===== src/rtl/clock_pkg.sv =====
// Shared field widths, limits and helpers for the clock timekeeper.
package clock_pkg;

  localparam int unsigned SEC_W = 6;
  localparam int unsigned MIN_W = 6;
  localparam int unsigned HRS_W = 4;

  localparam logic [SEC_W-1:0] SEC_MAX = 6'd59;
  localparam logic [MIN_W-1:0] MIN_MAX = 6'd59;
  localparam logic [HRS_W-1:0] HRS_MAX = 4'd11;
  localparam logic [MIN_W-1:0] AL_STEP = 6'd10;

  localparam int unsigned SNOOZE_S_DEFAULT = 300;

  // Adds 0..2 with wrap at lim, using equality tests only so no field is ever range-compared.
  function automatic logic [5:0] wrap_add(input logic [5:0] val, input logic [1:0] inc,
                                          input logic [5:0] lim);
    logic [5:0] res;
    res = val + 6'(inc);
    if (inc == 2'd1 && val == lim) res = '0;
    if (inc == 2'd2 && val == lim) res = 6'd1;
    if (inc == 2'd2 && val == lim - 6'd1) res = '0;
    return res;
  endfunction

endpackage


===== src/rtl/sec_prescaler.sv =====
// Divides the video clock down to a one-cycle second pulse and a half-second flag.
module sec_prescaler #(
  parameter int unsigned CLK_HZ = 31_500_000
) (
  input  logic clk,
  input  logic reset,
  output logic tick,
  output logic half
);

  localparam int unsigned CW = $clog2(CLK_HZ);
  localparam logic [CW-1:0] LAST = CW'(CLK_HZ - 1);
  localparam logic [CW-1:0] HALF = CW'(CLK_HZ / 2);

  logic [CW-1:0] count_q, count_d;

  always_comb begin
    count_d = (count_q == LAST) ? '0 : count_q + CW'(1);
  end

  // tick/half are registered copies of the count decode, so they read 0 while in reset.
  always_ff @(posedge clk) begin
    if (reset) begin
      count_q <= '0;
      tick    <= 1'b0;
      half    <= 1'b0;
    end else begin
      count_q <= count_d;
      tick    <= (count_q == LAST);
      half    <= (count_q < HALF);
    end
  end

endmodule


===== src/rtl/clock_timekeeper.sv =====
// 12-hour clock with alarm; optional snooze enabled by defining CLOCK_TIMEKEEPER_SNOOZE_EN.
module clock_timekeeper
  import clock_pkg::*;
#(
  parameter int unsigned CLK_HZ   = 31_500_000,
  parameter int unsigned SNOOZE_S = SNOOZE_S_DEFAULT
) (
  input  logic             video_clk,
  input  logic             reset,
  input  logic             sec_inc,
  input  logic             min_inc,
  input  logic             hrs_inc,
  input  logic             al_inc,
  input  logic             al_toggle,
  input  logic             snooze,
  output logic [SEC_W-1:0] seconds,
  output logic [MIN_W-1:0] minutes,
  output logic [HRS_W-1:0] hours,
  output logic [MIN_W-1:0] al_minutes,
  output logic [HRS_W-1:0] al_hours,
  output logic             al_on,
  output logic             alarm,
  output logic             sec_tick,
  output logic             half_sec
);

  localparam logic [MIN_W-1:0] AL_LAST = MIN_MAX + 6'd1 - AL_STEP;

  logic [SEC_W-1:0] sec_d;
  logic [MIN_W-1:0] min_d, al_min_d;
  logic [HRS_W-1:0] hrs_d, al_hrs_d;
  logic             carry_min, carry_hrs, al_wrap, match, al_off;
  logic             al_on_d, alarm_d;
  logic             snz_hit, snz_expire;

  sec_prescaler #(
    .CLK_HZ(CLK_HZ)
  ) u_prescaler (
    .clk  (video_clk),
    .reset(reset),
    .tick (sec_tick),
    .half (half_sec)
  );

`ifdef CLOCK_TIMEKEEPER_SNOOZE_EN
  localparam int unsigned SW = $clog2(SNOOZE_S + 1);
  logic [SW-1:0] snz_q, snz_d;

  // A reload on snooze wins over the per-second decrement; arming off cancels everything.
  always_comb begin
    snz_d      = snz_q;
    snz_expire = 1'b0;
    snz_hit    = snooze && alarm;
    if (sec_tick && snz_q != '0) begin
      snz_d      = snz_q - SW'(1);
      snz_expire = (snz_q == SW'(1)) && al_on;
    end
    if (snz_hit) snz_d = SW'(SNOOZE_S);
    if (al_off) snz_d = '0;
  end

  always_ff @(posedge video_clk) begin
    if (reset) snz_q <= '0;
    else       snz_q <= snz_d;
  end
`else
  logic unused_snooze;
  assign unused_snooze = snooze;
  assign snz_hit       = 1'b0;
  assign snz_expire    = 1'b0;
`endif

  always_comb begin
    carry_min = sec_tick && (seconds == SEC_MAX);
    carry_hrs = carry_min && (minutes == MIN_MAX);
    sec_d = SEC_W'(wrap_add(seconds, {1'b0, sec_tick} + {1'b0, sec_inc}, SEC_MAX));
    min_d = MIN_W'(wrap_add(minutes, {1'b0, carry_min} + {1'b0, min_inc}, MIN_MAX));
    hrs_d = HRS_W'(wrap_add(6'(hours), {1'b0, carry_hrs} + {1'b0, hrs_inc}, 6'(HRS_MAX)));

    al_wrap  = al_inc && (al_minutes == AL_LAST);
    al_min_d = al_minutes;
    if (al_inc) al_min_d = al_wrap ? '0 : al_minutes + AL_STEP;
    al_hrs_d = HRS_W'(wrap_add(6'(al_hours), {1'b0, al_wrap}, 6'(HRS_MAX)));

    match   = al_on && (hours == al_hours) && (minutes == al_minutes) && (seconds == '0);
    al_off  = al_toggle && al_on;
    al_on_d = al_on ^ al_toggle;

    alarm_d = alarm;
    if (match || snz_expire) alarm_d = 1'b1;
    if (snz_hit)             alarm_d = 1'b0;
    if (al_off)              alarm_d = 1'b0;
  end

  always_ff @(posedge video_clk) begin
    if (reset) begin
      seconds    <= '0;
      minutes    <= '0;
      hours      <= '0;
      al_minutes <= '0;
      al_hours   <= '0;
      al_on      <= 1'b0;
      alarm      <= 1'b0;
    end else begin
      seconds    <= sec_d;
      minutes    <= min_d;
      hours      <= hrs_d;
      al_minutes <= al_min_d;
      al_hours   <= al_hrs_d;
      al_on      <= al_on_d;
      alarm      <= alarm_d;
    end
  end

endmodule


===== config.mk =====
export PLATFORM = sky130hd
export DESIGN_NAME = clock_timekeeper
export DESIGN_NICKNAME = d
export VERILOG_FILES = /design/src/rtl/clock_pkg.sv /design/src/rtl/sec_prescaler.sv /design/src/rtl/clock_timekeeper.sv
export SDC_FILE = /design/constraint.sdc
export NUM_CORES = 1
export LEC_CHECK = 0
export CORE_MARGIN = 4
export CORE_UTILIZATION = 49
export DETAILED_ROUTE_END_ITERATION = 12
export GPL_TIMING_DRIVEN = 0
export PLACE_DENSITY = 0.86
export SLEW_MARGIN = 20
export SYNTH_ARGS = -nofsm -noshare
export SYNTH_HDL_FRONTEND = slang
export SYNTH_SLANG_ARGS = --single-unit

===== constraint.sdc =====
create_clock -name video_clk -period 2 [get_ports video_clk]
set_input_delay 0.3 -clock video_clk [delete_from_list [all_inputs] [get_ports video_clk]]
set_output_delay 0.3 -clock video_clk [all_outputs]
set_load 0.05 [all_outputs]

Word-level counts from Yosys, hierarchy flattened

Index checks and enable logic that the tools add are counted.

Input port bits: 8
Output and inout port bits: 30
Bits in registers: 55
Memories: 0
Bits in latches: 0
Bits in read-only memories: 0
Word-level logic and storage cells: 75
Memory bits (writable): 0

Equal/unequal tests: 17
Multipliers: 0
Shift operators: 0
Multiplexer cells: 7
Bitwise logic cells: 1
Magnitude comparators: 1
Div/mod/pow operators: 0
Add/subtract/negate cells: 9
Reductions and logical operators: 27

Operators by type and width:

| cell                                                                           | number |
|---|---|
| 6-bit equality test, second input constant                                     | 5 |
| 25-bit by 1-bit adder with 25-bit output, second input constant                | 1 |
| 25-bit equality test, second input constant                                    | 1 |
| 25-bit by 24-bit less-than comparator with 1-bit output, second input constant | 1 |
| 1-bit logical AND                                                              | 17 |
| 6-bit by 2-bit adder with 6-bit output                                         | 2 |
| 4-bit equality test, second input constant                                     | 3 |
| 2-bit OR reduction                                                             | 6 |
| 4-bit OR reduction                                                             | 3 |
| 1-bit by 1-bit adder with 2-bit output                                         | 3 |
| 6-bit by 4-bit adder with 6-bit output, second input constant                  | 1 |
| 2-bit by 1-bit equality test with 1-bit output, second input constant          | 3 |
| 2-bit equality test, second input constant                                     | 3 |
| 6-bit equality test                                                            | 1 |
| 6-bit zero test                                                                | 1 |
| 1-bit two-way mux                                                              | 6 |
| 6-bit two-way mux                                                              | 1 |
| 4-bit by 1-bit adder with 4-bit output                                         | 1 |
| 4-bit by 2-bit adder with 4-bit output                                         | 1 |
| 4-bit equality test                                                            | 1 |
| 1-bit XOR                                                                      | 1 |

Longest topological paths before layout

Depth in word-level cells: 8
Gate-level depth with buffers: 10
Depth with buffers taken out: 10

Hierarchy

A second synthesis with hierarchy kept.

Cell total of the unflattened synthesis: 320
Area, all modules: 2840.2 um^2

By module, submodules not included:

| module           | area each (um^2) | sequential area each (um^2) | instances | cells an instance |
|---|---|---|---|---|
| clock_timekeeper | 1520.2           | 540.5                       | 1         | 170 |
| sec_prescaler    | 1320.0           | 540.5                       | 1         | 150 |

Least setup slack after synthesis

Ideal clock, no wire load.

Kind: flip-flop to flip-flop
Start: register seconds[3]
End: register minutes[4]
Setup time: 127 ps
Stages on the path, launching flop included: 10
Clock period less this slack: 2469 ps
Buffers on the path: 0
Path slack: -469 ps
Arrival time: 2343 ps
Required time: 1873 ps
Cell sequence: dfxtp_1 nand2_1 nor3_1 and3_1 ha_1 ha_1 fa_1 nand3_1 xor2_1 nor2_1

Word-level cells in the longest chain between the ends: 6

Ends and longest elaborated chain:

| element                                                                                        | line                    | RTL |
|---|---|---|
| start: declaration                                                                             | clock_timekeeper.sv:16  | `output logic [SEC_W-1:0] seconds,` |
| start signal: assignment                                                                       | clock_timekeeper.sv:97  | `seconds <= '0;` |
| start signal: assignment                                                                       | clock_timekeeper.sv:105 | `seconds <= sec_d;` |
| 6-bit equality test (*)                                                                        | clock_timekeeper.sv:74  | `carry_min = sec_tick && (seconds == SEC_MAX);` |
| 1-bit logical AND (*)                                                                          | clock_timekeeper.sv:74  |  |
| 1-bit by 1-bit adder with 2-bit output (*)                                                     | clock_timekeeper.sv:77  | `min_d = MIN_W'(wrap_add(minutes, {1'b0, carry_min} + {1'b0, min_inc}, MIN_MAX));` |
| parallel branches: the longest is 3 deep, another holds 6-bit by 2-bit adder with 6-bit output | n/a                     |  |
| end signal: assignment                                                                         | clock_timekeeper.sv:106 | `minutes <= min_d;` |
| end: declaration                                                                               | clock_timekeeper.sv:17  | `output logic [MIN_W-1:0] minutes,` |

Every way passes the cells marked *.
A chain may end at the register's enable or synchronous reset.

Worst setup path after layout

Start: register seconds[5]
End: register minutes[4]

The elaborated chain is that of the path after synthesis.

==> results.json <==
{
  "power_switching_w": 0.000610,
  "path_clk_slew_ns": 0.09,
  "final_cells": 445,
  "p_leak_nw": 1.39,
  "grt_max_degree": 17,
  "fin_nets": 397,
  "cts_max_level": 2,
  "detail_route.first_pass.iterations": 4,
  "p_per_area_mw_per_mm2": 630,
  "post_synth.cell_area_avg_um2": 8.78,
  "slew_headroom_pct": 65.9,
  "mostFrequentLayoutCells": "dfxtp_1, nor2_1, clkdlybuf4s50_1",
  "power.share.sequential_pct": 51.0,
  "min_path_type": "reg2reg",
  "synthDistinctLibCells": 46,
  "combPwrFrac_pct": 15.6,
  "end_kind": "register",
  "die_area_mm2": 0.00707,
  "cp.required_ns": 2.19,
  "p_int_w": 0.00165,
  "postSynthCellCount": 323,
  "place_inst": 430,
  "finalHoldViolations": 0,
  "multi_input_area_mm2": 0.00174,
  "die_w_um": 84.1,
  "final_common_cell": "dfxtp_1",
  "critPathKind": "reg2reg",
  "fin_skew_ns": 0.00967,
  "portBuffers": 35,
  "placementRows": 27,
  "seq_area_frac_synth_pct": 38.1,
  "ys_seq_elements": 54,
  "synth_edf_count": 0,
  "cts_root_buffer": "clkbuf_8",
  "grt.overflow.total": 0,
  "ioPinCount": 38,
  "ys.flop_type": "dfxtp_1",
  "crit_fanout": 3,
  "routabilityCongestion": 0.901,
  "worst_slack_ns": -0.0214,
  "synthToLayoutAreaGrowth_pct": 26.8,
  "fin_setup_tns_ns": -0.0219,
  "place_hpwl_um": 4580,
  "syn_area_mm2": 0.00284,
  "drcViolationCount": 0,
  "grt_use_total_pct": 18.9,
  "regArea_mm2": 0.00111,
  "clkLatencyLatePin_ns": 0.31,
  "r2r_slack_ns": -0.02,
  "vias": 2549,
  "status": "complete, but fails checks",
  "cts_tree": "built",
  "violations": "setup timing",
  "fin_area_mm2": 0.00359,
  "clock_path_buffers": 2,
  "ys_warn_count": 0,
  "finalHoldWorstSlack_ns": 0.444,
  "clock_sinks": 54,
  "drtIter0Drc": 99,
  "vias_per_cell": 5.73,
  "clockPowerShare_pct": 33.4,
  "synth.net_count": 348,
  "fmax_mhz": 495,
  "placed_cell_area_mm2": 0.00334,
  "initial_utilization_pct": 50.9,
  "crit_arrival_ns": 2.21,
  "drv_slew": 0,
  "diodes": 0,
  "cp-start-kind": "register",
  "coreArea_mm2": 0.00557,
  "layout-drive-gt1-share_pct": 16.1,
  "grt_pass1_wl_um": 11200,
  "period_share_pct": 101,
  "cap_viol_max_count": 0,
  "numCtsBuffers": 5,
  "tightestPinTransition_ns": 0.509,
  "rsz0062_at_grt": "true",
  "async_reset_ff_share_pct": 0,
  "wl_um": 6680,
  "vdd_drop_max_mv": 0.327,
  "p_sw_share_pct": 27.0,
  "fill_cells": 438,
  "antenna_found_initial": 0,
  "finalSetupViolations": 2,
  "grt_pass1_vias": 2471,
  "wl_per_cell_um": 15.0,
  "die_y_um": 84.1,
  "min_period_ns": 2.02,
  "ant_nets": 0
}
==> sequential cells by signal, summed over array words and instances, names as in the netlist <==
register and count:
al_hours 4, u_prescaler.count_q 25, hours 4, al_on 1, seconds 6, u_prescaler.half 1
alarm 1, minutes 6, al_minutes 5, u_prescaler.tick 1
==> metrics by stage <==
| stage | total power [W] | utilization, % | setup WS, ns |
|---|---|---|---|
| 2_1_floorplan | 0.00140 | - | -0.107 |
| 3_3_place_gp | 0.00149 | 59.9 | -0.205 |
| 3_5_place_dp | 0.00151 | 59.9 | -0.229 |
| 4_1_cts | 0.00226 | 63.6 | 0.00444 |
| 5_1_grt | 0.00236 | 64.5 | -0.132 |
| 6_report | 0.00226 | 64.5 | -0.0214 |
==> synth_stat cells (5+ instances only) <==
| cell | count | area share [%] |
|---|---|---|
| xnor2_1 | 7 | 2.2 |
| a21oi_1 | 19 | 3.4 |
| o21ai_0 | 12 | 2.1 |
| nor2_1 | 34 | 4.5 |
| and4_1 | 5 | 1.5 |
| nand3_1 | 11 | 1.9 |
| dfxtp_1 | 54 | 38 |
| and3_1 | 6 | 1.3 |
| clkbuf_1 | 8 | 1.1 |
| inv_1 | 13 | 1.7 |
| or3_1 | 8 | 1.8 |
| nor2b_1 | 7 | 1.5 |
| xor2_1 | 29 | 9.0 |
| nor4_1 | 6 | 1.3 |
| or4_1 | 6 | 1.6 |
| nand4_1 | 13 | 2.9 |
| nor3_1 | 8 | 1.4 |
| nand2_1 | 16 | 2.1 |
| ha_1 | 14 | 6.2 |
==> area by class of cell <==
cell class / count / area share [%]
sequential: 54 / 30.9
inverter: 13 / 1.36
tap: 72 / 2.51
clock inverter: 1 / 0.835
clock buffer: 7 / 2.40
timing repair buffer: 43 / 11.6
multi-input combinational: 242 / 48.4
buffer: 13 / 2.02
==> layer usage <==
layer	vias to the layer above	global-route usage [%]	share of wire, %
li1	1243	-	-
met1	1208	22.6	43
met2	85	33.4	50
met3	13	4.15	5.6
met4	0	6.29	1.6
met5	-	0	0
==> kinds of logic after synthesis <==
kind of cell,count (synthesis),synth area share [%]
mux,1,0.353
flops,54,38.1
buf+inv,27,4.32
other cells,1,0.132
fa+ha+maj,17,8.30
compound gates,50,11.1
xor+xnor,36,11.1
simple gates,137,26.6
==> worst max-delay path: stages (launching register included) <==
cell and delay (ns):
dfxtp_4 0.36, nand2_2 0.06, nor3_2 0.18, and3_4 0.23
ha_4 0.20, ha_2 0.18, fa_2 0.37, nand3_2 0.12
xor2_2 0.15, nor2_1 0.06
==> worst paths after layout <==
check,start,end,cells past startpoint
max reg2reg,seconds[5]$_SDFF_PP0_,minutes[4]$_SDFF_PP0_,9
min,u_prescaler.count_q[0]$_SDFF_PP0_,u_prescaler.count_q[0]$_SDFF_PP0_,1
max,seconds[5]$_SDFF_PP0_,minutes[4]$_SDFF_PP0_,9
min reg2reg,u_prescaler.count_q[0]$_SDFF_PP0_,u_prescaler.count_q[0]$_SDFF_PP0_,1
==> timing repair <==
action	in CTS	in global routing
hold buffers	0	0
buffers inserted	7	1
gates cloned	0	0
setup endpoints to repair	6	13
gates resized for setup	7	12
pin swaps	4	8
==> power by group through the flow <==
stage | clock network [W] | registers, W | logic, W
3_3_place_gp | 0 | 0.00117 | 0.000319
5_1_grt | 0.000819 | 0.00116 | 0.000380
2_1_floorplan | 0 | 0.00126 | 0.000135
6_report | 0.000757 | 0.00115 | 0.000353
3_5_place_dp | 0 | 0.00118 | 0.000330
4_1_cts | 0.000771 | 0.00115 | 0.000340
Note: power is estimated with default switching activity, not from simulation.
